`src/rtl/if_prefetch_queue.sv`:
```
// Instruction-fetch stage: one-outstanding sequential fetcher feeding a DEPTH-entry {pc,inst} queue.
// Define IF_BYPASS_EN to forward returning data straight to the head outputs when the queue is empty.
module if_prefetch_queue #(
    parameter int               XLEN     = 32,
    parameter int               DEPTH    = 4,
    parameter logic [XLEN-1:0]  RESET_PC = '0,
    parameter int               PC_STEP  = 4
) (
    input  logic            clk,
    input  logic            rst,
    input  logic            stall_i,
    input  logic            jump_i,
    input  logic [XLEN-1:0] jump_addr_i,
    output logic            mem_req_o,
    output logic [XLEN-1:0] mem_addr_o,
    input  logic            mem_done_i,
    input  logic [XLEN-1:0] mem_inst_i,
    input  logic            id_ready_i,
    output logic            inst_valid_o,
    output logic [XLEN-1:0] inst_o,
    output logic [XLEN-1:0] pc_o,
    output logic            if_stall_o
);
    localparam int AW = (DEPTH > 1) ? $clog2(DEPTH) : 1;
    localparam int CW = AW + 1;

    typedef enum logic [1:0] {IDLE, WAIT, DROP} state_e;

    state_e          state_q;
    logic            mem_req_q;
    logic [XLEN-1:0] mem_addr_q;
    logic [XLEN-1:0] fetch_pc_q;
    logic [CW-1:0]   count_q, count_d;
    logic [AW-1:0]   rd_ptr_q, rd_ptr_d;
    logic [AW-1:0]   wr_ptr_q, wr_ptr_d;
    logic [XLEN-1:0] pc_mem   [DEPTH];
    logic [XLEN-1:0] inst_mem [DEPTH];

    logic head_valid, done_ok, byp, pop, q_pop, push;

    assign head_valid = (count_q != '0);
    assign done_ok    = (state_q == WAIT) && mem_done_i && !jump_i;

`ifdef IF_BYPASS_EN
    assign byp = !head_valid && done_ok;
`else
    assign byp = 1'b0;
`endif

    assign inst_valid_o = head_valid || byp;
    assign if_stall_o   = !inst_valid_o;
    assign inst_o = byp ? mem_inst_i : (head_valid ? inst_mem[rd_ptr_q] : '0);
    assign pc_o   = byp ? fetch_pc_q : (head_valid ? pc_mem[rd_ptr_q]   : '0);

    assign pop   = inst_valid_o && id_ready_i && !stall_i && !jump_i;
    // A bypassed instruction consumed this cycle never enters the queue.
    assign q_pop = pop && head_valid;
    assign push  = done_ok && !(byp && pop);

    assign mem_req_o  = mem_req_q;
    assign mem_addr_o = mem_addr_q;

    always_comb begin
        count_d  = count_q;
        rd_ptr_d = rd_ptr_q;
        wr_ptr_d = wr_ptr_q;
        if (jump_i) begin
            count_d  = '0;
            rd_ptr_d = '0;
            wr_ptr_d = '0;
        end else begin
            if (push)  wr_ptr_d = wr_ptr_q + 1'b1;
            if (q_pop) rd_ptr_d = rd_ptr_q + 1'b1;
            count_d = count_q + CW'(push) - CW'(q_pop);
        end
    end

    always_ff @(posedge clk) begin
        if (push) begin
            pc_mem[wr_ptr_q]   <= fetch_pc_q;
            inst_mem[wr_ptr_q] <= mem_inst_i;
        end
    end

    always_ff @(posedge clk or negedge rst) begin
        if (!rst) begin
            count_q  <= '0;
            rd_ptr_q <= '0;
            wr_ptr_q <= '0;
        end else begin
            count_q  <= count_d;
            rd_ptr_q <= rd_ptr_d;
            wr_ptr_q <= wr_ptr_d;
        end
    end

    always_ff @(posedge clk or negedge rst) begin
        if (!rst) begin
            state_q    <= IDLE;
            mem_req_q  <= 1'b0;
            mem_addr_q <= '0;
            fetch_pc_q <= RESET_PC;
        end else begin
            case (state_q)
                IDLE: begin
                    if (jump_i) begin
                        mem_req_q  <= 1'b0;
                        fetch_pc_q <= jump_addr_i;
                    end else if (count_q < CW'(DEPTH)) begin
                        mem_req_q  <= 1'b1;
                        mem_addr_q <= fetch_pc_q;
                        state_q    <= WAIT;
                    end else begin
                        mem_req_q  <= 1'b0;
                    end
                end
                WAIT: begin
                    mem_req_q <= 1'b0;
                    if (jump_i) begin
                        fetch_pc_q <= jump_addr_i;
                        state_q    <= mem_done_i ? IDLE : DROP;
                    end else if (mem_done_i) begin
                        fetch_pc_q <= fetch_pc_q + XLEN'(PC_STEP);
                        state_q    <= IDLE;
                    end
                end
                DROP: begin
                    mem_req_q <= 1'b0;
                    if (jump_i)     fetch_pc_q <= jump_addr_i;
                    if (mem_done_i) state_q    <= IDLE;
                end
                default: begin
                    mem_req_q <= 1'b0;
                    state_q   <= IDLE;
                end
            endcase
        end
    end
endmodule

```
`config.mk`:
```
export PLATFORM = sky130hd
export DESIGN_NAME = if_prefetch_queue
export DESIGN_NICKNAME = d
export VERILOG_FILES = /design/src/rtl/if_prefetch_queue.sv
export SDC_FILE = /design/constraint.sdc
export NUM_CORES = 1
export LEC_CHECK = 0
export BUFFER_PORTS_ARGS = -buffer_cell sky130_fd_sc_hd__buf_2
export CORE_MARGIN = 5
export CORE_UTILIZATION = 60
export CTS_CLUSTER_SIZE = 12
export DETAILED_ROUTE_END_ITERATION = 16
export PLACE_DENSITY = 0.82
export SETUP_SLACK_MARGIN = 0.2
export SYNTH_ARGS = -nofsm -noshare
export SYNTH_HDL_FRONTEND = slang
export SYNTH_SLANG_ARGS = --single-unit
```
`constraint.sdc`:
```
create_clock -name clk -period 4.6 [get_ports clk]
set_input_delay 0.92 -clock clk [delete_from_list [all_inputs] [get_ports clk]]
set_output_delay 0.92 -clock clk [all_outputs]
set_load 0.05 [all_outputs]
```
Word level (Yosys, flattened, before mapping)
Memories as Yosys holds them, arrays and structs flattened.
Index checks and enable logic that the tools add are counted.
Word-level totals
  memories kept: 2
  output and inout port bits: 99
  memory bits (read-only): 0
  bits in writable memories: 256
  register bits after elaboration: 74
  bits in latches: 0
Cells by class
  reduce and logical (&&, ||, !) cells: 18
  divide/modulo/power cells: 0
  equal/unequal tests: 6
  shift operators: 0
  $add $sub $neg: 5
  bitwise gates (word level): 1
  multiply operators: 0
  order comparisons: 1
  multiplexer cells: 22
Memories
  inst_mem: depth 4, width 32, read ports 1, clocked after Yosys merged registers in 0, wr ports 1, RTL line 37  | logic [XLEN-1:0] inst_mem [DEPTH];
  pc_mem: depth 4, width 32, read ports 1, clocked after Yosys merged registers in 0, wr ports 1, RTL line 36  | logic [XLEN-1:0] pc_mem [DEPTH];
Operators by type and width (number)
  two-way mux 32 bit: 5
  one-hot mux 32 bit (2 select lines): 1
  adder 32 x 3 -> 32 bit, second input constant: 1
  two-way mux 2 bit: 9
  logical AND 1 bit: 6
  one-hot mux 2 bit (3 select lines): 1
  AND reduction 3 bit: 2
  nonzero test 2 bit: 3
  two-way mux 1 bit: 5
  adder 2 x 1 -> 2 bit, second input constant: 2
  != test 2 bit, second input constant: 2
  adder 3 x 1 -> 3 bit: 1
  logical NOT 1 bit: 3
  < comparator 3 bit, second input constant: 1
  two-way mux 3 bit: 1
  != test 3 bit, second input constant: 1
  nonzero test 3 bit: 1
  subtractor 3 x 1 -> 3 bit: 1
  equality test 2 x 1 -> 1 bit, second input constant: 1
  equality test 2 bit, second input constant: 1
  logical NOT 2 bit: 1
  != test 2 x 1 -> 1 bit, second input constant: 1
  AND reduction 2 bit: 1
  OR reduction 2 bit: 1
  inverter 1 bit: 1

Logic depth before layout (Yosys ltp)
  word-level depth: 7
  mapped depth: 10
  depth with buffers taken out: 9

Worst setup path after synthesis
Ideal clock, no wire load.
  kind: input to register
  from: input port jump_i
  to: memory inst_mem[0][0], enable pin
  buffers on the path: 1
  stages on the path: 3
  data required time: 4.171 ns
  setup slack: 0.804 ns
  arrival time: 3.368 ns
  path through: clkbuf_1 nor4bb_1 and2_1
On the way
  longest elaborated chain between the ends: 4
RTL lines
  start: declaration: RTL line 12  | input logic jump_i,
  logical NOT 1 bit: RTL line 42  | assign done_ok = (state_q == WAIT) && mem_done_i && !jump_i;
  logical AND 1 bit: RTL line 42
  two-way mux 1 bit: RTL line 79  | if (push) begin
  two-way mux 1 bit (not written as such): RTL line 81  | inst_mem[wr_ptr_q] <= mem_inst_i;
  end: declaration: RTL line 37
Every way passes these cells.

Worst setup path in the final report
  from: register rd_ptr_q[0]
  to: output port pc_o[6]
On the way
  longest elaborated chain between the ends: 2
RTL lines
  start: declaration: RTL line 34  | logic [AW-1:0] rd_ptr_q, rd_ptr_d;
  start signal: assignment: RTL line 92  | rd_ptr_q <= rd_ptr_d;
  memory read (4 x 32 bit)
  two-way mux 32 bit: RTL line 53  | assign pc_o = byp ? fetch_pc_q : (head_valid ? pc_mem[rd_ptr_q] : '0);
  end: declaration: RTL line 21  | output logic [XLEN-1:0] pc_o,
Every way passes these cells.

==> Implementation_results.wiki <==
{| class="wikitable"
! Metric !! Value
|-
| Fraction of final layout cells with drive strength greater than 1 || 0.336
|-
| Fmax || 0.276 GHz
|-
| Final Hold Fails || 0
|-
| Outcome || finished, final reports clean
|-
| Clock Sink Count || 330
|-
| Drt initial violations || 799
|-
| Crit-path cells || buf_12, mux4_2, and2_1, buf_2
|-
| Filler cell count in the final layout || 1455
|-
| Arrival time reported for the critical path endpoint || 2.70 ns
|-
| Largest incremental delay on the critical path || 0.86 ns
|-
| Resize count post-CTS || 0
|-
| Setup repair after global routing missed its margin || no
|-
| Number of clock buffers inserted by TritonCTS || 35
|-
| Count of unique library cells instantiated by Yosys || 49
|-
| Vias || 7762
|-
| Data required time at the worst endpoint || 3.68 ns
|-
| Crit path time final || 3.62 ns
|-
| Net Count, Synth || 871
|-
| Post-CTS Setup Bufs || 0
|-
| Power density over the cells || 522 mW/mm2
|-
| Syn_area_per_cell || 17.0 um2
|-
| Max-slew headroom || 0.329
|-
| Count of buffers from port buffering || 168
|-
| Leading register cell type out of synthesis || sky130_fd_sc_hd__edfxtp_1
|-
| Category of the worst setup path capture point || output pin
|-
| Starting density of the core || 0.602
|-
| Combined area of the multi-input logic cells || 0.00376 mm2
|-
| Count of maximum capacitance violations || 0
|-
| Cell with the most instances after synthesis || sky130_fd_sc_hd__edfxtp_1
|-
| Die boundary height || 160 um
|-
| Wire length of the first global-routing pass || 44000 um
|-
| Count of placed standard cells in the final layout, fillers left out || 1267
|-
| Number of H-tree levels || 2
|-
| Area of the core region || 0.0224 mm2
|-
| Placer's final routability congestion estimate || 0.892
|-
| First-pass detailed-route iteration total || 7
|-
| All-layer global routing usage || 0.218
|-
| I/O pin count || 169
|-
| Transition time of the tightest slew-check pin || 1.01 ns
|-
| Clk buf depth || 3
|-
| Number of cells after detailed placement || 1205
|-
| Slew Viols, Final || 0
|-
| Asr flop ratio synth || 0.224
|-
| Buf/Inv on CP || 2
|-
| Detail Route Antenna Nets || 0
|-
| Detailed Route WL || 27700 um
|-
| Slowest cell on crit path || sky130_fd_sc_hd__dfrtp_4
|-
| Class of the worst hold path || flip-flop to flip-flop
|-
| Post-synthesis sequential element count || 330
|-
| Top cells by count, synth || sky130_fd_sc_hd__edfxtp_1 (256), sky130_fd_sc_hd__dfrtp_1 (74), sky130_fd_sc_hd__and2_1 (71), sky130_fd_sc_hd__mux4_2 (64), sky130_fd_sc_hd__mux2_2 (34)
|-
| Number of vias per cell || 6.13
|-
| Cell at the root of the clock tree || sky130_fd_sc_hd__clkbuf_16
|-
| Highest fanout seen on the critical path || 36
|-
| Worst ir drop on vdd || 0.395 mV
|-
| Cell family with most CP delay || flip-flops
|-
| Static Leak || 5.60 nW
|-
| Period utilization || 0.788
|-
| TritonCTS clock tree || done
|-
| Die footprint || 0.0256 mm2
|-
| Initial antenna violation count || 0
|-
| Number of enable-type register cells in the synthesized netlist || 256
|-
| Detail-routed net length per standard cell || 21.8 um
|-
| Share of the synthesized area in the top cell type || 0.569
|-
| Diode insertion count for antenna repair || 0
|-
| Layout Skew || 0.0119 ns
|-
| Kind of start point of the critical path || flip-flop
|-
| Hold-fix buffers at CTS || 0
|-
| Final setup violation count || 0
|-
| Nets@finish || 1035
|-
| Leading post-synthesis cells by cell area || sky130_fd_sc_hd__edfxtp_1 (57%), sky130_fd_sc_hd__dfrtp_1 (14%), sky130_fd_sc_hd__mux4_2 (11%)
|-
| Via count of the first global-routing pass || 7873
|-
| Area overhead of the layout relative to synthesis || 16.1%
|-
| WS Path Type || flip-flop to output pin
|-
| Worst-Skew Late Latency || 0.50 ns
|-
| Share of synthesized area occupied by flip-flops and latches || 0.706
|-
| Synthesized instance count || 793
|-
| Post-synthesis cell type with the largest combined area || sky130_fd_sc_hd__edfxtp_1
|-
| Horizontal die dimension || 160 um
|-
| Post-DP HPWL || 16600 um
|-
| Number of placement rows || 55
|-
| Netlist area before placement || 0.0135 mm2
|-
| Clock input transition at the sequential cells of the worst setup and hold paths || 0.06 ns
|-
| Reg area || 0.00955 mm2
|-
| Setup tns final || 0 ns
|-
| Total global routing overflow || 0
|-
| Largest net degree at the start of global routing || 75
|-
| Yosys warnings || 0
|-
| Number of remaining DRC errors || 0
|}
power breakdown:
group	internal [mW]	switching (mW)
clock network	1.55	1.05
logic	0.498	1.33
registers	3.50	0.255
total	5.55	2.64
final cells by class:
| class | count | area share |
|---|---|---|
| Clock inverter | 6 | 0.00351 |
| Timing Repair Buffer | 178 | 0.0593 |
| Sequential cell | 330 | 0.609 |
| Inverter | 8 | 0.00191 |
| Clock buffer | 56 | 0.0642 |
| Tap cell | 285 | 0.0227 |
| Multi-Input combinational cell | 404 | 0.240 |
logic make-up (layout without fill, tap and decap cells):
| logic type | after synthesis | in the layout | synth area share |
|---|---|---|---|
| DFF | 330 | 330 | 0.706 |
| and+or+nand+nor | 206 | 206 | 0.0890 |
| muxes | 98 | 98 | 0.135 |
| AOI/OAI and AO/OA | 87 | 87 | 0.0415 |
| buffers and inverters | 59 | 248 | 0.0176 |
| adders and majority gates | 8 | 8 | 0.00796 |
| xor gates and xnor gates | 5 | 5 | 0.00324 |
placed cells by master, fill, tap and decap left out, types with 5 or more instances in the layout:
cell type and instances:
sky130_fd_sc_hd__nand3_1 12, sky130_fd_sc_hd__nand3b_1 10, sky130_fd_sc_hd__mux2_2 34, sky130_fd_sc_hd__or3_1 5
sky130_fd_sc_hd__clkbuf_1 18, sky130_fd_sc_hd__buf_4 10, sky130_fd_sc_hd__o22ai_1 11, sky130_fd_sc_hd__nor2_1 23
sky130_fd_sc_hd__and4_1 7, sky130_fd_sc_hd__clkbuf_16 37, sky130_fd_sc_hd__nor4_1 8, sky130_fd_sc_hd__and3_1 6
sky130_fd_sc_hd__inv_1 8, sky130_fd_sc_hd__ha_1 7, sky130_fd_sc_hd__nand2_1 28, sky130_fd_sc_hd__a32oi_1 5
sky130_fd_sc_hd__nor3_1 5, sky130_fd_sc_hd__nand4_1 16, sky130_fd_sc_hd__a311oi_1 7, sky130_fd_sc_hd__o21ai_0 16
sky130_fd_sc_hd__a21oi_1 25, sky130_fd_sc_hd__edfxtp_1 256, sky130_fd_sc_hd__and2_1 67, sky130_fd_sc_hd__mux4_2 64
sky130_fd_sc_hd__buf_2 167, sky130_fd_sc_hd__dfrtp_1 72
stage by stage:
stage	setup slack [ns]	total power [mW]	utilization	area (um2)	hold slack, ns
finish	0.976	8.19	0.699	15700	0.501
global route	0.773	8.51	0.699	15700	0.521
CTS	0.878	8.25	0.699	15700	0.505
detailed placement	1.42	5.65	0.652	14600	0.491
global placement	1.46	5.61	0.652	14600	0.486
floorplan	0.804	5.12	-	13500	0.471
path summary, 6_finish.rpt:
| path | to | cells after the start | startpoint | slack, ns |
|---|---|---|---|---|
| max reg2reg | count_q[2]$_DFF_PN0_ | 9 | count_q[2]$_DFF_PN0_ | 1.88 |
| min reg2reg | mem_addr_o[11]$_DFFE_PN0P_ | 1 | mem_addr_o[11]$_DFFE_PN0P_ | 0.50 |
| max | pc_o[6] | 4 | rd_ptr_q[0]$_DFFE_PN0P_ | 0.98 |
| min in group asynchronous | mem_addr_o[19]$_DFFE_PN0P_ | 1 | rst | 0.58 |
| max in group asynchronous | rd_ptr_q[1]$_DFFE_PN0P_ | 1 | rst | 3.24 |
| min | mem_addr_o[11]$_DFFE_PN0P_ | 1 | mem_addr_o[11]$_DFFE_PN0P_ | 0.50 |
routing by layer:
layer	global-route usage	part of all wire	vias up
li1	-	-	3448
met1	0.317	0.42	3923
met2	0.343	0.48	345
met3	0.0506	0.076	46
met4	0.0528	0.019	0
met5	0	0	-
registers in the layout, summed over array words and instances (netlist names):
name / flops
count_q: 3
fetch_pc_q: 32
mem_req_o: 1
mem_addr_o: 32
rd_ptr_q: 2
state_q: 2
inst_mem: 128
pc_mem: 128
wr_ptr_q: 2
No activity file was read; power rests on OpenSTA's default activity.
